$ cat config.mk
export PLATFORM = sky130hd
export DESIGN_NAME = multicycle_control
export DESIGN_NICKNAME = d
export VERILOG_FILES = /design/src/rtl/multicycle_control_pkg.sv /design/src/rtl/multicycle_control_alu_decode.sv /design/src/rtl/multicycle_control.sv
export SDC_FILE = /design/constraint.sdc
export NUM_CORES = 1
export LEC_CHECK = 0
export CAP_MARGIN = 15
export CORE_MARGIN = 5
export CORE_UTILIZATION = 47
export DETAILED_ROUTE_END_ITERATION = 10
export PLACE_DENSITY = 0.85
export SLEW_MARGIN = 20
export SYNTH_ARGS = -nofsm -noshare
export SYNTH_HDL_FRONTEND = slang
export SYNTH_HIERARCHICAL = 1
export SYNTH_SLANG_ARGS = --single-unit
export TNS_END_PERCENT = 10
$ cat constraint.sdc
create_clock -name clk -period 2.3 [get_ports clk]
set_clock_uncertainty 0.2 [all_clocks]
set_input_delay 0.69 -clock clk [delete_from_list [all_inputs] [get_ports clk]]
set_output_delay 0.69 -clock clk [all_outputs]
set_load 0.01 [all_outputs]
$ cat src/rtl/multicycle_control_pkg.sv
// Shared constants for the multicycle controller: instruction fields, ALU
// operations, datapath selector encodings and FSM state encodings.
package multicycle_control_pkg;

  localparam logic [5:0] OPCODE_RTYPE = 6'h00;
  localparam logic [5:0] OPCODE_J     = 6'h02;
  localparam logic [5:0] OPCODE_BEQ   = 6'h04;
  localparam logic [5:0] OPCODE_ADDI  = 6'h08;
  localparam logic [5:0] OPCODE_LW    = 6'h23;
  localparam logic [5:0] OPCODE_SW    = 6'h2B;

  localparam logic [5:0] FUNCT_ADD = 6'h20;
  localparam logic [5:0] FUNCT_SUB = 6'h22;
  localparam logic [5:0] FUNCT_AND = 6'h24;
  localparam logic [5:0] FUNCT_OR  = 6'h25;
  localparam logic [5:0] FUNCT_SLT = 6'h2A;

  localparam logic [3:0] ALU_OP_AND = 4'b0000;
  localparam logic [3:0] ALU_OP_OR  = 4'b0001;
  localparam logic [3:0] ALU_OP_ADD = 4'b0010;
  localparam logic [3:0] ALU_OP_SUB = 4'b0110;
  localparam logic [3:0] ALU_OP_SLT = 4'b0111;

  localparam logic ALU_SEL_REG = 1'b0;
  localparam logic ALU_SEL_IMM = 1'b1;

  localparam logic MEM_SEL_PC  = 1'b0;
  localparam logic MEM_SEL_ALU = 1'b1;

  localparam logic PC_SRC_BRANCH = 1'b0;
  localparam logic PC_SRC_JUMP   = 1'b1;

  localparam logic RD_SEL_RT = 1'b0;
  localparam logic RD_SEL_RD = 1'b1;

  localparam logic RD_DATA_SEL_ALU = 1'b0;
  localparam logic RD_DATA_SEL_MEM = 1'b1;

  localparam logic [2:0] S_FETCH     = 3'd0;
  localparam logic [2:0] S_DECODE    = 3'd1;
  localparam logic [2:0] S_EXECUTE   = 3'd2;
  localparam logic [2:0] S_MEMORY    = 3'd3;
  localparam logic [2:0] S_WRITEBACK = 3'd4;
  localparam logic [2:0] S_FAULT     = 3'd5;

  // Opcodes that take the full EXECUTE path; everything else decodes as a nop.
  function automatic logic is_supported(input logic [5:0] op);
    return (op == OPCODE_RTYPE) || (op == OPCODE_ADDI) || (op == OPCODE_LW) ||
           (op == OPCODE_SW) || (op == OPCODE_BEQ);
  endfunction

endpackage

$ cat src/rtl/multicycle_control_alu_decode.sv
// R-type funct field to ALU operation map; unknown functs fall back to AND.
module multicycle_control_alu_decode
  import multicycle_control_pkg::*;
(
  input  logic [5:0] funct,
  output logic [3:0] alu_op
);

  always_comb begin
    case (funct)
      FUNCT_ADD: alu_op = ALU_OP_ADD;
      FUNCT_SUB: alu_op = ALU_OP_SUB;
      FUNCT_AND: alu_op = ALU_OP_AND;
      FUNCT_OR:  alu_op = ALU_OP_OR;
      FUNCT_SLT: alu_op = ALU_OP_SLT;
      default:   alu_op = ALU_OP_AND;
    endcase
  end

endmodule

$ cat src/rtl/multicycle_control.sv
// Multicycle MIPS-subset control FSM with memory handshake and wait timeout.
// Define CONTROL_JUMP_EN to decode opcode J as a two-cycle jump.
module multicycle_control
  import multicycle_control_pkg::*;
#(
  parameter int TIMEOUT = 16
) (
  input  logic       clk,
  input  logic       rst_n,
  input  logic [5:0] opcode,
  input  logic [5:0] funct,
  input  logic       alu_zero,
  input  logic       mem_ack,
  output logic       mem_req,
  output logic       mem_we,
  output logic       mem_sel,
  output logic       ir_load,
  output logic       pc_en,
  output logic       pc_load,
  output logic       pc_src,
  output logic [3:0] alu_op,
  output logic       alu_sel,
  output logic       rd_addr_sel,
  output logic       rd_data_sel,
  output logic       rd_en,
  output logic       fault,
  output logic [2:0] state
);

  localparam int WAIT_W = (TIMEOUT > 0) ? $clog2(TIMEOUT + 1) : 1;

  logic [2:0]        state_next;
  logic [5:0]        op_q;
  logic [5:0]        funct_q;
  logic [WAIT_W-1:0] wait_cnt;
  logic [3:0]        rtype_alu_op;
  logic              wait_expire;

  multicycle_control_alu_decode u_alu_decode (
    .funct  (funct_q),
    .alu_op (rtype_alu_op)
  );

  // This stall cycle would be the TIMEOUT-th one; an ack in the same cycle
  // keeps the access alive because wait_expire requires !mem_ack.
  assign wait_expire = (TIMEOUT > 0) && mem_req && !mem_ack &&
                       (wait_cnt == WAIT_W'(TIMEOUT - 1));

  always_comb begin
    // NOTE: every output gets a default first so no path leaves one unassigned
    // (which would infer a latch).
    state_next  = state;
    mem_req     = 1'b0;
    mem_we      = 1'b0;
    mem_sel     = MEM_SEL_PC;
    ir_load     = 1'b0;
    pc_en       = 1'b0;
    pc_load     = 1'b0;
    pc_src      = PC_SRC_BRANCH;
    alu_op      = ALU_OP_AND;
    alu_sel     = ALU_SEL_REG;
    rd_addr_sel = RD_SEL_RT;
    rd_data_sel = RD_DATA_SEL_ALU;
    rd_en       = 1'b0;
    fault       = 1'b0;

    case (state)
      S_FETCH: begin
        mem_req = 1'b1;
        mem_sel = MEM_SEL_PC;
        if (mem_ack) begin
          ir_load    = 1'b1;
          pc_en      = 1'b1;
          state_next = S_DECODE;
        end else if (wait_expire) begin
          state_next = S_FAULT;
        end
      end

      S_DECODE: begin
        if (is_supported(op_q)) begin
          state_next = S_EXECUTE;
        end
`ifdef CONTROL_JUMP_EN
        else if (op_q == OPCODE_J) begin
          pc_load    = 1'b1;
          pc_src     = PC_SRC_JUMP;
          state_next = S_FETCH;
        end
`endif
        else begin
          state_next = S_FETCH;
        end
      end

      S_EXECUTE: begin
        case (op_q)
          OPCODE_RTYPE: begin
            alu_op     = rtype_alu_op;
            alu_sel    = ALU_SEL_REG;
            state_next = S_WRITEBACK;
          end
          OPCODE_ADDI: begin
            alu_op     = ALU_OP_ADD;
            alu_sel    = ALU_SEL_IMM;
            state_next = S_WRITEBACK;
          end
          OPCODE_LW, OPCODE_SW: begin
            alu_op     = ALU_OP_ADD;
            alu_sel    = ALU_SEL_IMM;
            state_next = S_MEMORY;
          end
          OPCODE_BEQ: begin
            alu_op     = ALU_OP_SUB;
            alu_sel    = ALU_SEL_REG;
            pc_load    = alu_zero;
            pc_src     = PC_SRC_BRANCH;
            state_next = S_FETCH;
          end
          default: state_next = S_FETCH;
        endcase
      end

      S_MEMORY: begin
        mem_req = 1'b1;
        mem_sel = MEM_SEL_ALU;
        mem_we  = (op_q == OPCODE_SW);
        alu_op  = ALU_OP_ADD;
        alu_sel = ALU_SEL_IMM;
        if (mem_ack) begin
          state_next = (op_q == OPCODE_LW) ? S_WRITEBACK : S_FETCH;
        end else if (wait_expire) begin
          state_next = S_FAULT;
        end
      end

      S_WRITEBACK: begin
        rd_en       = 1'b1;
        rd_addr_sel = (op_q == OPCODE_RTYPE) ? RD_SEL_RD : RD_SEL_RT;
        rd_data_sel = (op_q == OPCODE_LW) ? RD_DATA_SEL_MEM : RD_DATA_SEL_ALU;
        state_next  = S_FETCH;
      end

      S_FAULT: begin
        fault = 1'b1;
      end

      default: state_next = S_FETCH;
    endcase
  end

  // NOTE: sequential state uses non-blocking assignments; reset is synchronous,
  // so it is tested inside the clocked branch rather than in the sensitivity list.
  always_ff @(posedge clk) begin
    if (!rst_n) begin
      state    <= S_FETCH;
      wait_cnt <= '0;
      op_q     <= '0;
      funct_q  <= '0;
    end else begin
      state <= state_next;
      if (ir_load) begin
        op_q    <= opcode;
        funct_q <= funct;
      end
      if (state_next != state) begin
        wait_cnt <= '0;
      end else if ((TIMEOUT > 0) && mem_req && !mem_ack) begin
        wait_cnt <= wait_cnt + WAIT_W'(1);
      end
    end
  end

endmodule

==> results of run 1 <==
per-layer routing:
metal / share of wire, % / track usage, %
met5: 0 / 0
met4: 2.3 / 8.98
met3: 5.3 / 3.56
met2: 52 / 38.7
met1: 40 / 25.9
cell families (layout without fill, tap and decap cells):
logic type                 after synthesis  count (layout)  share of synthesized area, %
and+or+nand+nor                         79              79                          34.6
buffers and inverters                   16              82                          6.69
muxes                                    2               2                          1.72
other                                    2               2                         0.609
adders and majority gates                2               2                          2.03
xor gates and xnor gates                 4               4                          3.45
AOI/OAI and AO/OA                       30              30                          18.5
DFF                                     20              20                          32.5
final cells by class:
cell class	instances	area, um2
Multi-Input combinational cell	119	796
Tap cell	30	37.5
Timing Repair Buffer	73	573
Clock buffer	4	36.3
Inverter	5	18.8
Sequential cell	20	414
Fill cell	171	624
what timing repair did:
| item | in CTS | in global routing |
|---|---|---|
| buffers inserted | 4 | 0 |
| setup endpoints to repair | 17 | 17 |
| pin swaps | 5 | 2 |
| resized for setup | 70 | 10 |
critical path: cells and delay by family (launching register included):
family / cells / cell delay, ns
AND/OR/NAND/NOR: 1 / 0.53
AO/OA/AOI/OAI: 3 / 0.27
flip-flops: 1 / 0.34
buffers and inverters: 1 / 0.15
sequential cells by signal, indices dropped and copies added (netlist names):
| signal | cells |
|---|---|
| funct_q | 6 |
| op_q | 6 |
| wait_cnt | 5 |
| state | 3 |
cell usage in the layout, fill, tap and decap left out, types with 4 or more instances in the layout:
cell type        instances
clkdlybuf4s50_1         16
nor4_1                   5
nor2_1                   9
buf_4                   39
buf_2                   11
a21boi_0                12
dfxtp_2                  5
nand2b_1                 4
dfxtp_1                 13
nor3_2                   4
inv_1                    4
nand2_1                 29
Yosys cell counts, types with 4 or more instances:
master and n:
inv_1 5, nand2b_1 4, nor2_1 9, clkbuf_1 4, nor3_1 4, dfxtp_1 20
a21boi_0 12, nor4_1 5, nand2_1 31, nor3b_1 4
worst min path at each step:
| stage | endpoint | cells after the start |
|---|---|---|
| 6_report | funct_q[1]$_SDFFE_PN0P_ | 2 |
| 4_1_cts | funct_q[1]$_SDFFE_PN0P_ | 2 |
| 2_1_floorplan | funct_q[4]$_SDFFE_PN0P_ | 2 |
| 5_1_grt | funct_q[1]$_SDFFE_PN0P_ | 2 |
| 3_5_place_dp | funct_q[1]$_SDFFE_PN0P_ | 2 |
| 3_3_place_gp | op_q[1]$_SDFFE_PN0P_ | 2 |
power groups by stage:
stage	sequential, mW	combinational [mW]	clock, mW
3_5_place_dp	0.390	0.262	0
3_3_place_gp	0.387	0.253	0
5_1_grt	0.386	0.296	0.232
2_1_floorplan	0.390	0.126	0
4_1_cts	0.382	0.266	0.212
6_report	0.383	0.274	0.206
==> flow_summary.ini, run 1 <==
[clock_tree]
cts_hold_buffers = 0
clock_latency_ns = 0.30
clockBufferDepth = 2
clkTransAtPathRegs_ns = 0.11
cts.sinks = 20
numCtsBuffers = 3
ctsHtreeMaxLevel = 1
root_buffer = clkbuf_4
cts_tree = yes

[timing]
tns_ns = -0.817
hold_ws_ns = 0.322
min_period_over_period_pct = 108
worst_slew_pin_slew_ns = 0.541
min_period_ns = 2.47
hold_viol = 0
fmax_mhz = 404
setup_ws_ns = -0.174
rsz0062_at_grt = true
setup_viol = 7
slew_violations = 0
max_slew_margin_pct = 63.8

[grt]
grt_pass1_wl_mm = 6.11
grt_usage_pct = 21.8
grt_max_degree = 13
antenna_found_initial = 0
grt_pass1_vias = 1365
overflow = 0

[status]
outcome = finished, violations left
violations = negative setup slack

[placed_design]
place_congestion = 0.892
dpl_cell_area_um2 = 1810
numPlacedInstances = 243
io_buffers = 32
post-place-ws_ns = -0.595
dpl.hpwl_mm = 2.87

[power_and_ir_drop]
p_clk_share_pct = 23.9
p_seq_share_pct = 44.4
pwr_density_cell_nw_per_um2 = 460
power.switching_mw = 0.256
p_int_mw = 0.607
p_sw_share_pct = 29.6
cellLeakagePower_nw = 0.821
total_power_mw = 0.863
max-vdd-ir-drop_v = 0.000464
combPwrFrac_pct = 31.7

[layout]
final_util_pct = 75.0
final_area_um2 = 1880
final_cells = 251
n_antenna_cell = 0
area_delta_synth_final_pct = 52.0
nets = 240
drive_above_1_share_pct = 39.8

[critical_path]
r2r_cells = 7
endpoint = alu_op[1]
cp-startpoint = funct_q[2]$_SDFFE_PN0P_
r2r-end = wait_cnt[2]$_SDFFE_PP0P_
cp.arrival_ns = 1.58
crit_path_max_incr_delay_ns = 0.53
critPathKind = reg2out
crit_slowest_cell = or4b_4
crit_required_ns = 1.41
crit_chain = or4b_4, a21oi_2, o21bai_1, o22ai_1, buf_2
cp_max_fo = 2
end_kind = output port
worstReg2RegStart = wait_cnt[0]$_SDFFE_PP0P_
start_kind = register
reg2reg_slack_ns = 0.19

[route]
postRouteWirelength_mm = 3.74
vias = 1380
via_per_inst = 5.50
ant_nets = 0
wl_per_cell_um = 14.9
drt_iter0_drc = 76
dr.pass1.iters = 4
drcViolationCount = 0

[synth]
synthArstFlopShare_pct = 0
seq_area_frac_synth_pct = 32.5
synth_cells = 155
ys.flop_type = dfxtp_1
synth_top_area_share_pct = 32.5
ys_warn_count = 6
synth_edf_count = 0
synthesis.nets = 173
synth_cell_types = 45
yosys-top-cells-area = dfxtp_1, nand2_1, a21boi_0
ys_ff_latch = 20
mappedNetlistArea_um2 = 1230
syn_area_per_cell_um2 = 7.96
synth_top_area_cell = dfxtp_1

[floorplan]
core_um2 = 2500
dieWidth_um = 61.2
die_h_um = 61.2
io_pins = 35
dieArea_um2 = 3750
start_util_pct = 49.3
rows = 18

[worst_hold_path]
min_from = funct_q[1]$_SDFFE_PN0P_
hold_class = reg2reg

[job]
drv_cap = 0
No activity file was read; power rests on OpenSTA's default activity.
==> run 2: changes to the inputs <==
--- a/constraint.sdc
+++ b/constraint.sdc
@@ -4,2 +4,2 @@
 set_output_delay 0.69 -clock clk [all_outputs]
-set_load 0.01 [all_outputs]
+set_load 0.02 [all_outputs]
==> flow_summary.ini, run 2 (synthesized netlist as in run 1, its figures left out) <==
[floorplan]
start_util_pct = 49.3
dieWidth_um = 61.2
dieArea_um2 = 3750
io_pins = 35
core_um2 = 2500
rows = 18
die_h_um = 61.2

[grt]
grt_usage_pct = 21.8
grt_pass1_wl_mm = 6.13
grt_pass1_vias = 1414
overflow = 0
antenna_found_initial = 0
grt_max_degree = 13

[layout]
drive_above_1_share_pct = 39.1
final_cell_mix = buf_4, nand2_1, dfxtp_1, clkdlybuf4s50_1, a21boi_0
final_area_um2 = 1900
final_cells = 250
n_antenna_cell = 0
top_regs = funct_q x6, op_q x6, wait_cnt x5
layout.cells.most_common = buf_4
area_delta_synth_final_pct = 54.0
fillers = 171
nets = 239

[clock_tree]
cts.sinks = 20
clockBufferDepth = 2
ctsHtreeMaxLevel = 1
clkTransAtPathRegs_ns = 0.11
cts_tree = yes
root_buffer = clkbuf_4
numCtsBuffers = 3
clock_latency_ns = 0.31
cts_hold_buffers = 0

[critical_path]
crit_buf_inv = 1
crit_required_ns = 1.41
crit_path_max_incr_delay_ns = 0.54
crit_family = simple AND/OR/NAND/NOR gates
crit_chain = or4b_4, a21oi_2, o21bai_1, o22ai_2, buf_6
start_kind = register
r2r_cells = 7
cp_max_fo = 2
r2r-end = wait_cnt[4]$_SDFFE_PP0P_
worstReg2RegStart = wait_cnt[0]$_SDFFE_PP0P_
cp.arrival_ns = 1.62
critPathKind = reg2out
reg2reg_slack_ns = 0.18
end_kind = output port
crit_slowest_cell = or4b_4
cp-startpoint = funct_q[2]$_SDFFE_PN0P_

[route]
ant_nets = 0
drcViolationCount = 0
drt_iter0_drc = 47
wl_per_cell_um = 15.3
via_per_inst = 5.54
vias = 1386
postRouteWirelength_mm = 3.81
dr.pass1.iters = 4

[worst_hold_path]
min_path_cells = 2
hold_end = op_q[0]$_SDFFE_PN0P_
min_from = op_q[0]$_SDFFE_PN0P_
hold_class = reg2reg

[power_and_ir_drop]
cellLeakagePower_nw = 0.815
max-vdd-ir-drop_v = 0.000460
pwr_density_cell_nw_per_um2 = 466

[placed_design]
dpl_cell_area_um2 = 1830
place_congestion = 0.838
post-place-ws_ns = -0.633
io_buffers = 32
numPlacedInstances = 245
dpl.hpwl_mm = 2.80

[timing]
rsz0062_at_grt = true
worst_slew_pin_slew_ns = 0.702
tns_ns = -0.953
slew_violations = 0
setup_ws_ns = -0.215
max_slew_margin_pct = 53.1
min_period_ns = 2.51
min_period_over_period_pct = 109
hold_viol = 0
setup_viol = 7
fmax_mhz = 398

[status]
violations = negative setup slack
outcome = finished, violations left

[job]
drv_cap = 0
## run 2: timing repair
action	CTS	global route
pin swaps	4	1
hold endpoints to repair	0	0
gates resized for setup	82	8
endpoints found under the setup margin	17	13
setup buffers	1	0
## run 2: per-layer routing
| layer | GRT usage, % | up-vias | routed length [um] |
|---|---|---|---|
| met5 | 0 | - | 0 |
| met4 | 8.05 | 0 | 82 |
| met3 | 3.14 | 12 | 193 |
| met2 | 38.5 | 64 | 2000 |
| met1 | 26.5 | 647 | 1540 |
| li1 | - | 663 | - |
## run 2: worst register-to-register path: cells and delay by family, from the launching register on
kind,cells,cell delay [ns]
fa+ha+maj,2,0.46
compound gates,1,0.06
flops,1,0.35
simple gates,3,0.77
buf+inv,1,0.17
## run 2: worst max path at each step
stage                      to  slack, ns  cells after the start
global placement      ir_load      -0.63                      4
detailed placement      pc_en      -0.63                      4
global route        alu_op[1]      -0.27                      5
finish              alu_op[1]      -0.21                      5
floorplan           alu_op[0]      -0.03                      3
CTS                 alu_op[1]      -0.21                      5
## run 2: layout make-up
type	count	area, um2	share of cell area, %
inverter	5	18.8	0.988
sequential	20	410	21.6
tap	30	37.5	1.98
multi-input combinational	119	805	42.4
timing repair buffer	72	592	31.2
clock buffer	4	36.3	1.91
## run 2: stage by stage
step,hold WS (ns),utilization (%),total power [mW]
after detailed placement,0.287,73.3,0.666
final,0.298,76.0,0.885
after CTS,0.298,74.7,0.873
after global routing,0.329,76.0,0.923
after floorplan,0.252,-,0.528
after global placement,0.276,73.3,0.654
## run 2: power breakdown
group          switching [mW]  total, mW  leakage, nW  internal, mW
clock                   0.113      0.209       0.0210        0.0967
combinational           0.140      0.288        0.628         0.148
sequential             0.0207      0.388        0.166         0.367
==> run 3: changes to the inputs <==
Settings changed: ABC_CLOCK_PERIOD_IN_PS set to 2300.
==> results of run 3 <==
Same layout as run 2: the final DEF is identical, and so are final timing and power.
